### config.mk
export PLATFORM = sky130hd
export DESIGN_NAME = key_select_encoder
export DESIGN_NICKNAME = d
export VERILOG_FILES = /design/src/rtl/key_select_encoder_pkg.sv /design/src/rtl/key_select_encoder_sync.sv /design/src/rtl/key_select_encoder.sv
export SDC_FILE = /design/constraint.sdc
export NUM_CORES = 1
export LEC_CHECK = 0
export ABC_AREA = 1
export BUFFER_PORTS_ARGS = -buffer_cell sky130_fd_sc_hd__buf_2
export CAP_MARGIN = 20
export CELL_PAD_IN_SITES_DETAIL_PLACEMENT = 0
export CELL_PAD_IN_SITES_GLOBAL_PLACEMENT = 1
export CORE_ASPECT_RATIO = 0.5
export CORE_MARGIN = 2
export CORE_UTILIZATION = 49
export CTS_BUF_LIST = sky130_fd_sc_hd__clkbuf_8
export CTS_CLUSTER_DIAMETER = 30
export DETAILED_ROUTE_END_ITERATION = 10
export GPL_TIMING_DRIVEN = 0
export PLACE_DENSITY = 0.88
export SLEW_MARGIN = 0
export SYNTH_ARGS = -nofsm -noshare
export SYNTH_HDL_FRONTEND = slang
export SYNTH_SLANG_ARGS = --single-unit
### constraint.sdc
create_clock -name clk -period 4.5 [get_ports clk]
set_input_delay 0.9 -clock clk [delete_from_list [all_inputs] [get_ports clk]]
set_output_delay 0.9 -clock clk [all_outputs]
set_load 0.02 [all_outputs]
### src/rtl/key_select_encoder_pkg.sv
// key_select_encoder_pkg: FSM states, select codes and priority encoder shared with the select decoder
package key_select_encoder_pkg;

    localparam int NUM_KEYS = 15;

    typedef enum logic [1:0] {
        IDLE = 2'd0,
        DEB  = 2'd1,
        EMIT = 2'd2,
        REL  = 2'd3
    } state_t;

    localparam logic [3:0] SEL_NONE  = 4'd0;
    localparam logic [3:0] SEL_TRK1  = 4'd1;
    localparam logic [3:0] SEL_TRK2  = 4'd2;
    localparam logic [3:0] SEL_TRK3  = 4'd3;
    localparam logic [3:0] SEL_TRK4  = 4'd4;
    localparam logic [3:0] SEL_TRK5  = 4'd5;
    localparam logic [3:0] SEL_TRK6  = 4'd6;
    localparam logic [3:0] SEL_TRK7  = 4'd7;
    localparam logic [3:0] SEL_TRK8  = 4'd8;
    localparam logic [3:0] SEL_TRK9  = 4'd9;
    localparam logic [3:0] SEL_CONT  = 4'd10;
    localparam logic [3:0] SEL_PAUSE = 4'd11;
    localparam logic [3:0] SEL_VOLUP = 4'd12;
    localparam logic [3:0] SEL_VOLDN = 4'd13;
    localparam logic [3:0] SEL_NEXT  = 4'd14;
    localparam logic [3:0] SEL_PREV  = 4'd15;

    // Scanning from the top down lets the lowest set key overwrite higher ones.
    function automatic logic [3:0] prio_code(input logic [NUM_KEYS-1:0] v);
        logic [3:0] c;
        c = SEL_NONE;
        for (int i = NUM_KEYS - 1; i >= 0; i--)
            if (v[i]) c = 4'(i + 1);
        return c;
    endfunction

endpackage

### src/rtl/key_select_encoder_sync.sv
// key_sync: two-flop synchroniser per bit, resetting to all ones (keys released)
module key_sync #(
    parameter int W = 15
) (
    input  logic         clk,
    input  logic         rst_n,
    input  logic [W-1:0] d,
    output logic [W-1:0] q
);

    logic [W-1:0] s1;

    always_ff @(posedge clk or negedge rst_n) begin
        if (!rst_n) begin
            s1 <= '1;
            q  <= '1;
        end else begin
            s1 <= d;
            q  <= s1;
        end
    end

endmodule

### src/rtl/key_select_encoder.sv
// key_select_encoder: synchronises, debounces and priority-encodes front-panel keys into a select code
module key_select_encoder
    import key_select_encoder_pkg::*;
#(
    parameter int DEB_CYCLES  = 1000000,
    parameter int HOLD_CYCLES = 4
) (
    input  logic                clk,
    input  logic                rst_n,
    input  logic [NUM_KEYS-1:0] keys_n,
    output logic [3:0]          select,
    output logic                select_valid,
    output logic                busy
);

    localparam int CW = $clog2(DEB_CYCLES) + 1;
    localparam int HW = $clog2(HOLD_CYCLES) + 1;
    localparam logic [CW-1:0] DEB_LAST  = CW'(DEB_CYCLES - 1);
    localparam logic [HW-1:0] HOLD_LAST = HW'(HOLD_CYCLES - 1);

    logic [NUM_KEYS-1:0] keys_s;
    logic [NUM_KEYS-1:0] kv;
    logic [NUM_KEYS-1:0] lv;
    logic [CW-1:0]       cnt;
    logic [HW-1:0]       hcnt;
    state_t              state;

    key_sync #(.W(NUM_KEYS)) u_sync (
        .clk   (clk),
        .rst_n (rst_n),
        .d     (keys_n),
        .q     (keys_s)
    );

    assign kv   = ~keys_s;
    assign busy = (state != IDLE);

    // Counters are compared before incrementing, so they never wrap.
    always_ff @(posedge clk or negedge rst_n) begin
        if (!rst_n) begin
            state        <= IDLE;
            lv           <= '0;
            cnt          <= '0;
            hcnt         <= '0;
            select       <= SEL_NONE;
            select_valid <= 1'b0;
        end else begin
            select_valid <= 1'b0;
            case (state)
                IDLE: if (kv != '0) begin
                    lv    <= kv;
                    cnt   <= '0;
                    state <= DEB;
                end
                DEB: if (kv == '0) begin
                    state <= IDLE;
                end else if (kv != lv) begin
                    lv  <= kv;
                    cnt <= '0;
                end else if (cnt == DEB_LAST) begin
                    state        <= EMIT;
                    select       <= prio_code(lv);
                    select_valid <= 1'b1;
                    hcnt         <= '0;
                end else begin
                    cnt <= cnt + 1'b1;
                end
                EMIT: if (hcnt == HOLD_LAST) begin
                    select <= SEL_NONE;
                    cnt    <= '0;
                    state  <= REL;
                end else begin
                    hcnt <= hcnt + 1'b1;
                end
                REL: if (kv != '0) begin
                    cnt <= '0;
                end else if (cnt == DEB_LAST) begin
                    state <= IDLE;
                end else begin
                    cnt <= cnt + 1'b1;
                end
                default: state <= IDLE;
            endcase
        end
    end

endmodule

# --- Yosys cells after proc, flatten, opt, wreduce, memory -nomap -nowiden ---
# Cells that the tools add are included.
totals:
  ff_bits: 76
  romBits: 0
  latchBits: 0
  ramBits: 0
  input_bits: 17
  mem_count: 0
  output_inout_bits: 6
classes:
  multipliers: 0
  n_lt_le_gt_ge: 0
  n_reduce_logical: 11
  muxes: 48
  eq_ne: 17
  n_shift: 0
  n_addsub: 2
  n_bitwise: 1
  div: 0
op_table:
  columns: ["op", "n"]
  rows:
  - ["21-bit two-way mux", 6]
  - ["21-bit one-hot mux with 4 select lines", 1]
  - ["4-bit two-way mux", 19]
  - ["15-bit two-way mux", 3]
  - ["15-bit one-hot mux with 2 select lines", 1]
  - ["21-bit by 1-bit adder with 21-bit output, second input constant", 1]
  - ["21-bit by 20-bit == test with 1-bit output, second input constant", 1]
  - ["2-bit inequality test, second input constant", 9]
  - ["15-bit logical NOT", 1]
  - ["15-bit inequality test", 1]
  - ["15-bit NOT", 1]
  - ["15-bit nonzero test", 1]
  - ["2-bit two-way mux", 7]
  - ["3-bit two-way mux", 4]
  - ["5-bit AND reduction", 2]
  - ["2-bit one-hot mux with 4 select lines", 1]
  - ["4-bit one-hot mux with 2 select lines", 1]
  - ["3-bit inequality test, second input constant", 2]
  - ["3-bit one-hot mux with 2 select lines", 1]
  - ["6-bit AND reduction", 1]
  - ["2-bit nonzero test", 3]
  - ["2-bit == test, second input constant", 2]
  - ["1-bit two-way mux", 4]
  - ["4-bit AND reduction", 1]
  - ["other kinds (5)", 5]

# --- Longest topological paths before layout ---
# Gate-level depths: netlist of run 1.
logic_depth:
  word_depth: 19
  depth_mapped: 17
  depth_no_buf: 17

# --- Hierarchy ---
# From an unflattened synthesis of run 1, not the netlist that was laid out.
unflattened:
  hier_cells: 411
  area_unflattened_um2: 3595.9
by_module_without_submodules:
  columns: ["module", "n_inst", "cells_each", "area_each_um2"]
  rows:
  - ["key_select_encoder", 1, 381, 2807.7]
  - ["key_sync", 1, 30, 788.3]

# --- Worst setup path before layout of run 1 ---
# Ideal clock, no wire load.
synth_path:
  kind: "flip-flop to flip-flop"
  start: "register cnt[0]"
  end: "register cnt[20]"
  path_slack_ns: 2.751
  period_less_slack_ns: 1.749
  stages_incl_launch_ff: 12
  arrival_ns: 1.627
  cell_sequence: "dfrtp_1 -> ha_1 -> nand3_2 -> nor3_2 -> nand3_1 -> nor2_1 -> nand2_1 -> nor2_1 -> xor2_1 -> nor2_1 -> nand2_1 -> o21ai_1"
synth_between:
  elab_chain_len: 5
synth_rtl:
  columns: ["item", "line", "source"]
  rows:
  - ["start, declared", "key_select_encoder.sv:24", "logic [CW-1:0] cnt;"]
  - ["start signal, assigned", "key_select_encoder.sv:66", "cnt <= cnt + 1'b1;"]
  - ["start signal, assigned", "key_select_encoder.sv:80", "cnt <= cnt + 1'b1;"]
  - ["21-bit by 1-bit adder with 21-bit output / 21-bit by 20-bit == test with 1-bit output (equally long branches)", null, null]
  - ["21-bit two-way mux (*)", "key_select_encoder.sv:60, key_select_encoder.sv:77", null]
  - ["21-bit two-way mux", "key_select_encoder.sv:57", "end else if (kv != lv) begin"]
  - ["21-bit two-way mux", "key_select_encoder.sv:55", "DEB: if (kv == '0) begin"]
  - ["21-bit one-hot mux with 4 select lines (*)", "key_select_encoder.sv:49", "case (state)"]
# Mark *: on every way between the ends. The rest lies on a longest branch, timed or not. The select of a mux whose other input is x is not followed.
# A chain may end at the register's enable or synchronous reset.

# --- Worst setup path after layout of run 1 ---
layout_path:
  start: "register u_sync.q[11]"
  end: "register cnt[9]"
layout_between:
  elab_chain_len: 5
layout_rtl:
  columns: ["item", "line", "source"]
  rows:
  - ["start, declared", "key_select_encoder_sync.sv:8", "output logic [W-1:0] q"]
  - ["start signal, assigned", "key_select_encoder_sync.sv:16", "q <= '1;"]
  - ["start signal, assigned", "key_select_encoder_sync.sv:19", "q <= s1;"]
  - ["15-bit NOT (*)", "key_select_encoder.sv:35", "assign kv = ~keys_s;"]
  - ["15-bit inequality test", "key_select_encoder.sv:57", null]
  - ["21-bit two-way mux", "key_select_encoder.sv:57", null]
  - ["21-bit two-way mux", "key_select_encoder.sv:55", null]
  - ["21-bit one-hot mux with 4 select lines", "key_select_encoder.sv:49", null]
# Marks and branches as above.

==> metrics.txt, run 1 <==
Mapped Area approximately 3700 µm²; critical path endpoint category register; Worst EP arrival approximately 2.4 ns; PwrDens between 500 and 600 nW/µm²; leading area contributor after synthesis sky130_fd_sc_hd__dfrtp_1; primary flip-flop cell chosen by synthesis mapping sky130_fd_sc_hd__dfrtp_1; largest fanout on the critical path 10; maximum clock path buffer count 2; detailed-routing iteration count for the pre-antenna-repair pass 4; Max transition margin 0.770; origin of the worst min-delay path u_sync.s1[3]; share of synthesized flip-flops with an asynchronous set or reset 1.00; slew at the pin closest to its max-slew limit approximately 0.34 ns; Critical R2R Launch u_sync.q[11]; status complete, no violations; sequential area share after synthesis 0.528; destination of the worst register-to-register timing path cnt[9]; unrepaired setup endpoints after global routing false; Die Span X 126 µm; number of antenna diodes 0; DRT iter0 DRCs ~160; count of unresolved DRC violations after routing 0; vias in the first global route 2671; total half-perimeter wirelength after legalization and detailed placement 5360 µm; fraction of layout instances using a drive strength above 1 0.222; Max H-tree Level 3; count of unique library cells instantiated by Yosys 38; switching power summed over all nets 750 µW; worst setup timing slack at the placement stage 2.41 ns; clk sinks 76; max-cap violations 0; number of antenna violations at the first check in global routing 0; number of warnings printed during yosys synthesis 0; part of the power in combinational logic 0.295; syn nets 435; leakage power of the design between 1.5 and 2 nW; critical path class register to register; number of nets in the layout 469; period utilization 0.469; topmost layer with routed signal wires met4; worst hold path class register to register; Hold Crit Depth 0; top library cells by usage in the layout, fill and taps aside 84 x sky130_fd_sc_hd__nand2_1, 53 x sky130_fd_sc_hd__inv_1, 46 x sky130_fd_sc_hd__dfrtp_1, 41 x sky130_fd_sc_hd__nor2_1, 32 x sky130_fd_sc_hd__o21ai_0; final-report setup violation count 0; Final GP Congestion 0.803; most frequent standard cell in the layout excluding fill and tap cells sky130_fd_sc_hd__nand2_1; area after detailed placement 3930 µm²; number of post-CTS setup repair buffers 0; combined area of the multi-input logic cells roughly 1500 µm²; vias between 2k and 3k; post-synthesis area per instance 8.85 µm²; number of enable-type register cells in the synthesized netlist 0; max-slew violations 0; proportion of netlist area held by the largest area contributor 0.313; Hold Path Sink u_sync.q[3]; layout overhead on the synthesized area 13.0%; share of the core filled with cells in the final layout 0.569; P_int between 1 and 1.5 mW; remaining number of nets flagged by the antenna check after routing 0; wire length on met1 3620 µm; clock insertion delay at the later pin of the skew report ~0.34 ns; global-route usage over all layers 0.196; Max Clk Rate between 400 and 500 MHz; setup ws final 2.39 ns; kind of start point of the critical path register; number of rows in the core area 22; starting utilization of the core area 0.504; first-pass GRT wire length 12400 µm; quantity of hold-fixing buffers added after cts 0; synthesis-stage register bit count 76; count of buffers inserted at the top-level ports 22; routed length on met2 3350 µm; Clk pwr share 0.271; worst setup slack for register-to-register paths approximately 2.4 ns; overall die area 8250 µm²; clock tree from TritonCTS built; number of fillers in the final layout 676; post-DR vias/cell 5.07; largest net degree at the start of global routing 58; post-layout instance area 4150 µm²; global route overflow 0; final hold violation count 0; Final Routed Wirelength about 7300 µm; Post-Route Setup TNS 0 ns; shortest period the worst path allows 2.11 ns; clock root cell sky130_fd_sc_hd__clkbuf_8; cts bufs inserted 9; Peak VDD IR around 0.17 mV; post-cts sizing count 0; proportion of power drawn by flip-flops and latches 0.435; clock transition at the register clock pins on the worst setup and hold paths after CTS 0.08 ns; Worst EP required 4.74 ns; sequential cell area in the final layout between 1500 and 2000 µm²; top cells by area in the synthesized netlist sky130_fd_sc_hd__dfrtp_1 31%, sky130_fd_sc_hd__dfstp_2 21%, sky130_fd_sc_hd__nand2_1 8.6%; core area ~7300 µm²; switching part of the total power 0.358; wire length on met3 around 270 µm; Die Ht 65.2 µm; Top Ports 23; R2R depth 12; Clock Skews 0.00620 ns; cells after synthesis 415; Routed wire per std cell 13.3 µm
## layer usage
metal / global-route usage / up-vias
li1: - / 1415
met1: 0.260 / 1318
met2: 0.317 / 50
met3: 0.0660 / 4
met4: 0.0412 / 0
met5: 0 / -
## power by group through the flow
| stage | clock, mW | sequential [mW] | combinational [mW] |
|---|---|---|---|
| after floorplan | 0 | 0.909 | 0.456 |
| after global placement | 0 | 0.917 | 0.613 |
| after detailed placement | 0 | 0.922 | 0.620 |
| after CTS | 0.587 | 0.910 | 0.623 |
| after global routing | 0.617 | 0.931 | 0.712 |
| final | 0.568 | 0.911 | 0.618 |
## synth_stat cells, types with 3 or more instances
master and number:
sky130_fd_sc_hd__nand4_1 9, sky130_fd_sc_hd__inv_1 51, sky130_fd_sc_hd__xor2_1 12, sky130_fd_sc_hd__nand2_1 84
sky130_fd_sc_hd__buf_2 3, sky130_fd_sc_hd__nand3_1 21, sky130_fd_sc_hd__nor4_1 8, sky130_fd_sc_hd__nand2_2 4
sky130_fd_sc_hd__o21ai_0 32, sky130_fd_sc_hd__nand3_2 3, sky130_fd_sc_hd__nor3_2 5, sky130_fd_sc_hd__nor3_1 15
sky130_fd_sc_hd__o21ai_1 3, sky130_fd_sc_hd__dfrtp_1 46, sky130_fd_sc_hd__or2_1 3, sky130_fd_sc_hd__a31oi_1 3
sky130_fd_sc_hd__inv_2 3, sky130_fd_sc_hd__ha_1 3, sky130_fd_sc_hd__dfstp_2 30, sky130_fd_sc_hd__nor2_1 41
sky130_fd_sc_hd__xnor2_1 9, sky130_fd_sc_hd__buf_4 3, sky130_fd_sc_hd__or2_2 3
## sequential cells by signal, summed over array words and instances (netlist names), named ones only
name	count
hcnt	3
cnt	21
state	1
select_valid	1
u_sync.s1	15
u_sync.q	15
lv	15
select	4
## worst max-delay path by stage
stage / slack, ns / to / cells after the start / startpoint
global route: 2.20 / cnt[20] / 11 / cnt[0]
global placement: 2.07 / select[0] / 1 / rst_n
finish: 2.39 / cnt[9] / 12 / u_sync.q[11]
detailed placement: 2.41 / cnt[18] / 10 / u_sync.q[11]
floorplan: 2.75 / cnt[20] / 11 / cnt[0]
CTS: 2.40 / cnt[16] / 10 / u_sync.q[11]
## worst max-delay path: stages (launching register included)
cell,delay [ns]
sky130_fd_sc_hd__dfstp_2,0.57
sky130_fd_sc_hd__nand4_1,0.10
sky130_fd_sc_hd__nor2_1,0.13
sky130_fd_sc_hd__nand2_1,0.23
sky130_fd_sc_hd__o21ai_2,0.36
sky130_fd_sc_hd__inv_2,0.07
sky130_fd_sc_hd__nand2_2,0.10
sky130_fd_sc_hd__inv_1,0.06
sky130_fd_sc_hd__buf_2,0.18
sky130_fd_sc_hd__nand2_1,0.07
sky130_fd_sc_hd__nand2_1,0.05
sky130_fd_sc_hd__nand2_1,0.06
sky130_fd_sc_hd__nor2_1,0.04
## metrics by stage
stage | hold WS [ns] | instances | power [mW]
3_5_place_dp | 0.347 | 534 | 1.54
3_3_place_gp | 0.346 | 533 | 1.53
2_1_floorplan | 0.345 | 415 | 1.37
4_1_cts | 0.358 | 550 | 2.12
5_1_grt | 0.361 | 550 | 2.26
6_report | 0.357 | 550 | 2.10
## cell type report
type,count,area share
clock inverter,6,0.0193
timing repair buffer,23,0.0338
buffer,7,0.0118
tap,96,0.0289
sequential,76,0.467
inverter,54,0.0488
clock buffer,10,0.0332
multi-input combinational,278,0.357
## logic make-up after synthesis
kind of cell             Yosys count  synth area share
flip-flops                        76             0.528
XOR/XNOR                          21            0.0501
AO/OA/AOI/OAI                     50            0.0800
AND/OR/NAND/NOR                  204             0.263
buffers and inverters             61            0.0685
adder cells (fa/ha/maj)            3            0.0102
(Power assumes the default switching activity.)
==> inputs of run 2 (changes only) <==
- CORE_UTILIZATION: 49 -> 43
- PLACE_DENSITY: 0.88 -> 0.82
- clock period: 4.5 -> 1.9 ns (I/O delays scaled with it)
==> run 2 against run 1 <==
  * The flow now finishes with violations (setup timing)
  * Worst hold slack got worse by 0.24 ns
  * Die area increased by 13%
  * Combinational power increased to 2.8 times the previous value
==> metrics.txt, run 2 (same netlist as run 1, synthesis figures left out) <==
Max Clk Rate 517 MHz (+9.0%); count of placed standard cells including taps 550 (+3.0%); Worst path depth 8 (-4); unrepaired setup endpoints after global routing true; power consumption 5.20 mW (+150%); count of buffers inserted at the top-level ports 22 (unchanged); Top Ports 23 (unchanged); clock insertion delay at the later pin of the skew report 0.36 ns (+0.02 ns); largest net degree at the start of global routing 58 (unchanged); Max H-tree Level 3 (unchanged); library cell appearing most often on the critical path sky130_fd_sc_hd__o21ai_0; setup ws final -0.0348 ns (-2.43 ns); worst hold path class primary input to register; number of nets in the layout 483 (+3.0%); part of the power in combinational logic 0.339 (+0.044); Post-Route Setup TNS -0.224 ns (-0.224 ns); clock tree from TritonCTS built; R2R depth 8 (-4); first-pass GRT wire length 12700 µm (+2.6%); worst path buffer plus inverter count 0 (-3); overall die area 9340 µm² (+13%); status finished, violations left; Die Ht 69.4 µm (+6.3%); fraction of layout instances using a drive strength above 1 0.312 (+0.0895); remaining number of nets flagged by the antenna check after routing 0 (unchanged); clk sinks 76 (unchanged); slew at the pin closest to its max-slew limit 0.402 ns (+0.0608 ns); Slowest Stage Delay on Critical Path 0.58 ns (about the same); number of rows in the core area 23 (+4.5%); crit path max-delay cell type sky130_fd_sc_hd__dfstp_2; worst setup timing slack at the placement stage -0.181 ns (-2.59 ns); Worst EP required 2.14 ns (-2.60 ns); kind of start point of the critical path register; Clk pwr share 0.239 (-0.032); vias in the first global route 2653 (-0.67%); post-DR vias/cell 4.95 (-2.3%); Critical R2R Launch u_sync.q[4]; core area 8140 µm² (+12%); starting utilization of the core area 0.451 (-0.0525); max-slew violations 0 (unchanged); critical path endpoint category register; filler-free cell count of the finished design 580 (+5.5%); clock root cell sky130_fd_sc_hd__clkbuf_8; period utilization 1.02 (+0.550); largest fanout on the critical path 3 (-7); switching power summed over all nets 2.00 mW (+170%); vias 2871 (+3.0%); DRT iter0 DRCs 195 (+24%); Peak VDD IR 0.423 mV (+150%); total half-perimeter wirelength after legalization and detailed placement 5420 µm (+1.2%); worst setup slack for register-to-register paths -0.03 ns (-2.43 ns); launch point of the critical path u_sync.q[4]; final hold violation count 0 (unchanged); crit-path cells xnor2_2, or2_1, nor3_2, nand2_2, o21ai_0, nand3_1, nand2_1, o21ai_0; Final GP Congestion 0.810 (+0.93%); most frequent standard cell in the layout excluding fill and tap cells sky130_fd_sc_hd__nand2_1; top register by number of flip-flops cnt; maximum clock path buffer count 2 (unchanged); PwrDens 1150 nW/µm² (+130%); count of unresolved DRC violations after routing 0 (unchanged); max-cap violations 0 (unchanged); global-route usage over all layers 0.177 (-0.0191); failing checks setup timing; critical path class register to register; Clock Skews 0.00728 ns (+0.00108 ns); top library cells by usage in the layout, fill and taps aside 82 x sky130_fd_sc_hd__nand2_1, 50 x sky130_fd_sc_hd__inv_1, 45 x sky130_fd_sc_hd__dfrtp_1, 31 x sky130_fd_sc_hd__nor2_1; number of antenna diodes 0 (unchanged); final-report setup violation count 16 (+16); layout overhead on the synthesized area 22.8%; detailed-routing iteration count for the pre-antenna-repair pass 4 (unchanged); clock transition at the register clock pins on the worst setup and hold paths after CTS 0.08 ns (about the same); Final Routed Wirelength 7910 µm (+8.5%); proportion of power drawn by flip-flops and latches 0.422 (-0.013); P_int 3.20 mW (+140%); Die Span X 135 µm (+6.5%); cts bufs inserted 9 (unchanged); WHS 0.113 ns (-0.243 ns); switching part of the total power 0.385 (+0.0272); Top Family by Delay on Critical Path simple AND/OR/NAND/NOR gates; number of fillers in the final layout 728 (+7.7%); number of antenna violations at the first check in global routing 0 (unchanged); Routed wire per std cell 13.6 µm (+2.9%); Worst EP arrival 2.18 ns (-0.17 ns); global route overflow 0 (unchanged); Max transition margin 0.729 (-0.0409); shortest period the worst path allows 1.93 ns (-0.175 ns); leakage power of the design 1.91 nW (+8.7%); Largest register FFs 21 (unchanged)
run 2: cell types whose count changed in the layout (fill, tap and decap cells not counted), sizes merged:
cell	previous run	this run
buf	30	42
inv	58	60
bufinv	2	1
dlygate4sd3	0	1
run 2: cell type report:
type	count	area (µm²)	area share
multi-input combinational	278	1710	0.378
sequential	76	1940	0.430
buffer	7	75.1	0.0166
timing repair buffer	37	248	0.0549
tap	112	140	0.0311
clock buffer	9	124	0.0275
inverter	54	203	0.0450
clock inverter	7	72.6	0.0161
run 2: repair_timing:
item	in CTS	in global routing
endpoints found under the setup margin	20	42
resized for setup	7	54
cloned	0	3
hold endpoints to repair	19	0
hold buffers	1	0
pin swaps	4	15
setup buffers	7	3
run 2: per-layer routing:
metal  part of all wire  GRT usage
met5                  0          0
met1               0.45      0.239
met4              0.017     0.0526
met2               0.49      0.267
met3              0.042     0.0643
run 2: worst min-delay path by stage:
| stage | depth (start not counted) | to | from | slack [ns] |
|---|---|---|---|---|
| finish | 1 | u_sync.s1[1] | keys_n[1] | 0.11 |
| global placement | 0 | u_sync.q[0] | u_sync.s1[0] | 0.35 |
| CTS | 1 | u_sync.s1[1] | keys_n[1] | 0.1 |
| detailed placement | 1 | cnt[0] | rst_n | 0.29 |
| floorplan | 0 | asynchronous set/reset pin | rst_n | 0.08 |
| global route | 1 | u_sync.s1[14] | keys_n[14] | 0.08 |
run 2: power by group through the flow:
stage / Sequential, mW / Combinational [mW] / Clock [mW]
2_1_floorplan: 2.15 / 1.08 / 0
3_3_place_gp: 2.17 / 1.45 / 0
3_5_place_dp: 2.19 / 1.47 / 0
4_1_cts: 2.16 / 1.52 / 1.28
5_1_grt: 2.23 / 1.98 / 1.36
6_report: 2.19 / 1.76 / 1.24
run 2: through the flow:
stage	util	cell area [µm²]
after floorplan	-	3670
after global placement	0.482	3920
after detailed placement	0.485	3950
after CTS	0.521	4250
after global routing	0.554	4510
final	0.554	4510
==> inputs of run 3 (changes only) <==
- CORE_ASPECT_RATIO: 0.5 -> 1.1
- PLACE_DENSITY: 0.82 -> 0.83
==> run 3 against run 2 <==
  * The flow now finishes without violations
  * Register-to-register slack better by 0.07 ns
  * Final area up 0.83%
  * Clock-buffer cell count unchanged
  * Sequential power about the same
  * Utilization down 0.72 points
  * Combinational power down 3%
  * Worst hold slack about the same
  * Worst setup slack better by 0.068 ns
  * Sequential share of layout area down 0.38 points
  * Flip-flop and latch count unchanged
  * Clock power about the same
  * Non-clock buffer count up 3
  * Largest power group unchanged
==> metrics.txt, run 3 (same netlist as run 1, synthesis figures left out) <==
status complete, no violations; Routed wire per std cell 13.5 µm (-1.1%); total half-perimeter wirelength after legalization and detailed placement 5400 µm (-0.45%); most used routing layer met2; Die Span X 92.1 µm (-32%); Max Clk Rate 536 MHz (+3.7%); post-DR vias/cell 5.00 (+0.94%); clock tree from TritonCTS built; power consumption 5.15 mW (-0.89%); starting utilization of the core area 0.442 (-0.00956); global-route usage over all layers 0.186 (+0.00901); number of antenna violations at the first check in global routing 0 (unchanged); final hold violation count 0 (unchanged); origin of the worst min-delay path keys_n[5]; count of unresolved DRC violations after routing 0 (unchanged); Top Ports 23 (unchanged); leakage power of the design 1.89 nW (-1.1%); Final GP Congestion 0.910 (+12%); Critical R2R Launch u_sync.q[4]; top register by number of flip-flops cnt; Worst EP arrival 2.14 ns (-0.04 ns); worst hold path class primary input to register; Clock Skews 0.0125 ns (+0.00521 ns); number of rows in the core area 35 (+52%); Max transition margin 0.752 (+0.0227); fraction of layout instances using a drive strength above 1 0.323 (+0.0108); shortest period the worst path allows 1.87 ns (-0.0683 ns); vias in the first global route 2905 (+9.5%); crit path max-delay cell type sky130_fd_sc_hd__dfstp_2; kind of start point of the critical path register; cts bufs inserted 9 (unchanged); met2 global-route usage 0.310 (+0.0432); Slowest Stage Delay on Critical Path 0.57 ns (about the same); Die Ht 101 µm (+46%); count of buffers inserted at the top-level ports 22 (unchanged); largest fanout on the critical path 5 (+2); slew at the pin closest to its max-slew limit 0.369 ns (-0.0337 ns); crit-path cells xnor2_1, or2_1, nor3_2, nand2_2, o22ai_4, nor2_4, buf_6, nor3_4; max-cap violations 0 (unchanged); count of placed standard cells including taps 549 (-0.18%); number of antenna diodes 0 (unchanged); number of nets in the layout 486 (+0.62%); vias 2908 (+1.3%); Max H-tree Level 3 (unchanged); GRT met1 Usage 0.240 (+0.000448); largest net degree at the start of global routing 57 (-1.7%); first-pass GRT wire length 13600 µm (+6.4%); met3 GRT Util 0.0456 (-0.0187); layout overhead on the synthesized area 23.8%; clock transition at the register clock pins on the worst setup and hold paths after CTS 0.09 ns (about the same); global route overflow 0 (unchanged); maximum clock path buffer count 2 (unchanged); most frequent standard cell in the layout excluding fill and tap cells sky130_fd_sc_hd__nand2_1; number of fillers in the final layout 765 (+5.1%); critical path class register to register; Worst EP required 2.17 ns (+0.03 ns); core area 8320 µm² (+2.2%); clock insertion delay at the later pin of the skew report 0.35 ns (about the same); critical path endpoint category register; clock root cell sky130_fd_sc_hd__clkbuf_8; Peak VDD IR 0.441 mV (+4.5%); launch point of the critical path u_sync.q[4]; final-report setup violation count 0 (-16); overall die area 9300 µm² (-0.47%); remaining number of nets flagged by the antenna check after routing 0 (unchanged); Largest register FFs 21 (unchanged); unrepaired setup endpoints after global routing true; top library cells by usage in the layout, fill and taps aside 81 x sky130_fd_sc_hd__nand2_1, 50 x sky130_fd_sc_hd__inv_1, 46 x sky130_fd_sc_hd__dfrtp_1, 30 x sky130_fd_sc_hd__dfstp_2, 29 x sky130_fd_sc_hd__nor2_1; detailed-routing iteration count for the pre-antenna-repair pass 4 (unchanged); DRT iter0 DRCs 146 (-25%); max-slew violations 0 (unchanged); period utilization 0.982 (-0.0360); Final Routed Wirelength 7860 µm (-0.72%); filler-free cell count of the finished design 582 (+0.34%); PwrDens 1130 nW/µm² (-1.7%); clk sinks 76 (unchanged)
run 3: final timing paths:
check	slack [ns]	to	cells past startpoint
setup / recovery	0.03	cnt[4]	8
min in group asynchronous	0.45	cnt[0]	2
hold reg to reg	0.35	u_sync.q[7]	0
hold / removal	0.11	u_sync.s1[5]	1
max in group asynchronous	0.83	u_sync.s1[2]	3
setup reg to reg	0.03	cnt[4]	8
run 3: through the flow:
stage / setup WS, ns / hold slack, ns / util / TNS, ns / instance area (µm²)
2_1_floorplan: 0.151 / 0.0844 / - / 0 / 3670
6_report: 0.0335 / 0.113 / 0.546 / 0 / 4550
3_5_place_dp: -0.190 / 0.300 / 0.475 / -2.53 / 3950
4_1_cts: 0.00277 / 0.0968 / 0.514 / 0 / 4280
3_3_place_gp: -0.175 / 0.347 / 0.471 / -2.59 / 3920
5_1_grt: -0.109 / 0.0949 / 0.546 / -2.12 / 4550
run 3: layout make-up:
cell class | instances | area [µm²] | area share
tap | 111 | 139 | 0.0305
inverter | 54 | 203 | 0.0446
multi-input combinational | 278 | 1720 | 0.377
sequential | 76 | 1940 | 0.427
buffer | 7 | 71.3 | 0.0157
clock inverter | 7 | 76.3 | 0.0168
clock buffer | 9 | 124 | 0.0272
timing repair buffer | 40 | 279 | 0.0614
run 3: power breakdown:
group          internal [mW]  leakage (nW)  switching [mW]
clock                  0.616         0.102           0.645
combinational          0.666         0.869            1.05
sequential              1.89         0.919           0.291
run 3: what timing repair did:
action | CTS | global route
hold buffers | 1 | 0
resized for setup | 12 | 59
pin swaps | 6 | 13
gates cloned | 0 | 2
endpoints found under the hold margin | 14 | 0
setup endpoints to repair | 33 | 44
setup buffers | 7 | 8
run 3: metal layers:
metal	wire length (µm)	vias up
li1	-	1443
met1	3560	1404
met2	3890	48
met3	263	13
met4	142	0
met5	0	-
run 3: worst max-delay path, delay by kind of cell (launching register included):
family / cells / cell delay, ns
xor gates and xnor gates: 1 / 0.09
AOI/OAI and AO/OA: 1 / 0.23
buffers and inverters: 1 / 0.15
DFF: 1 / 0.57
and+or+nand+nor: 5 / 0.75
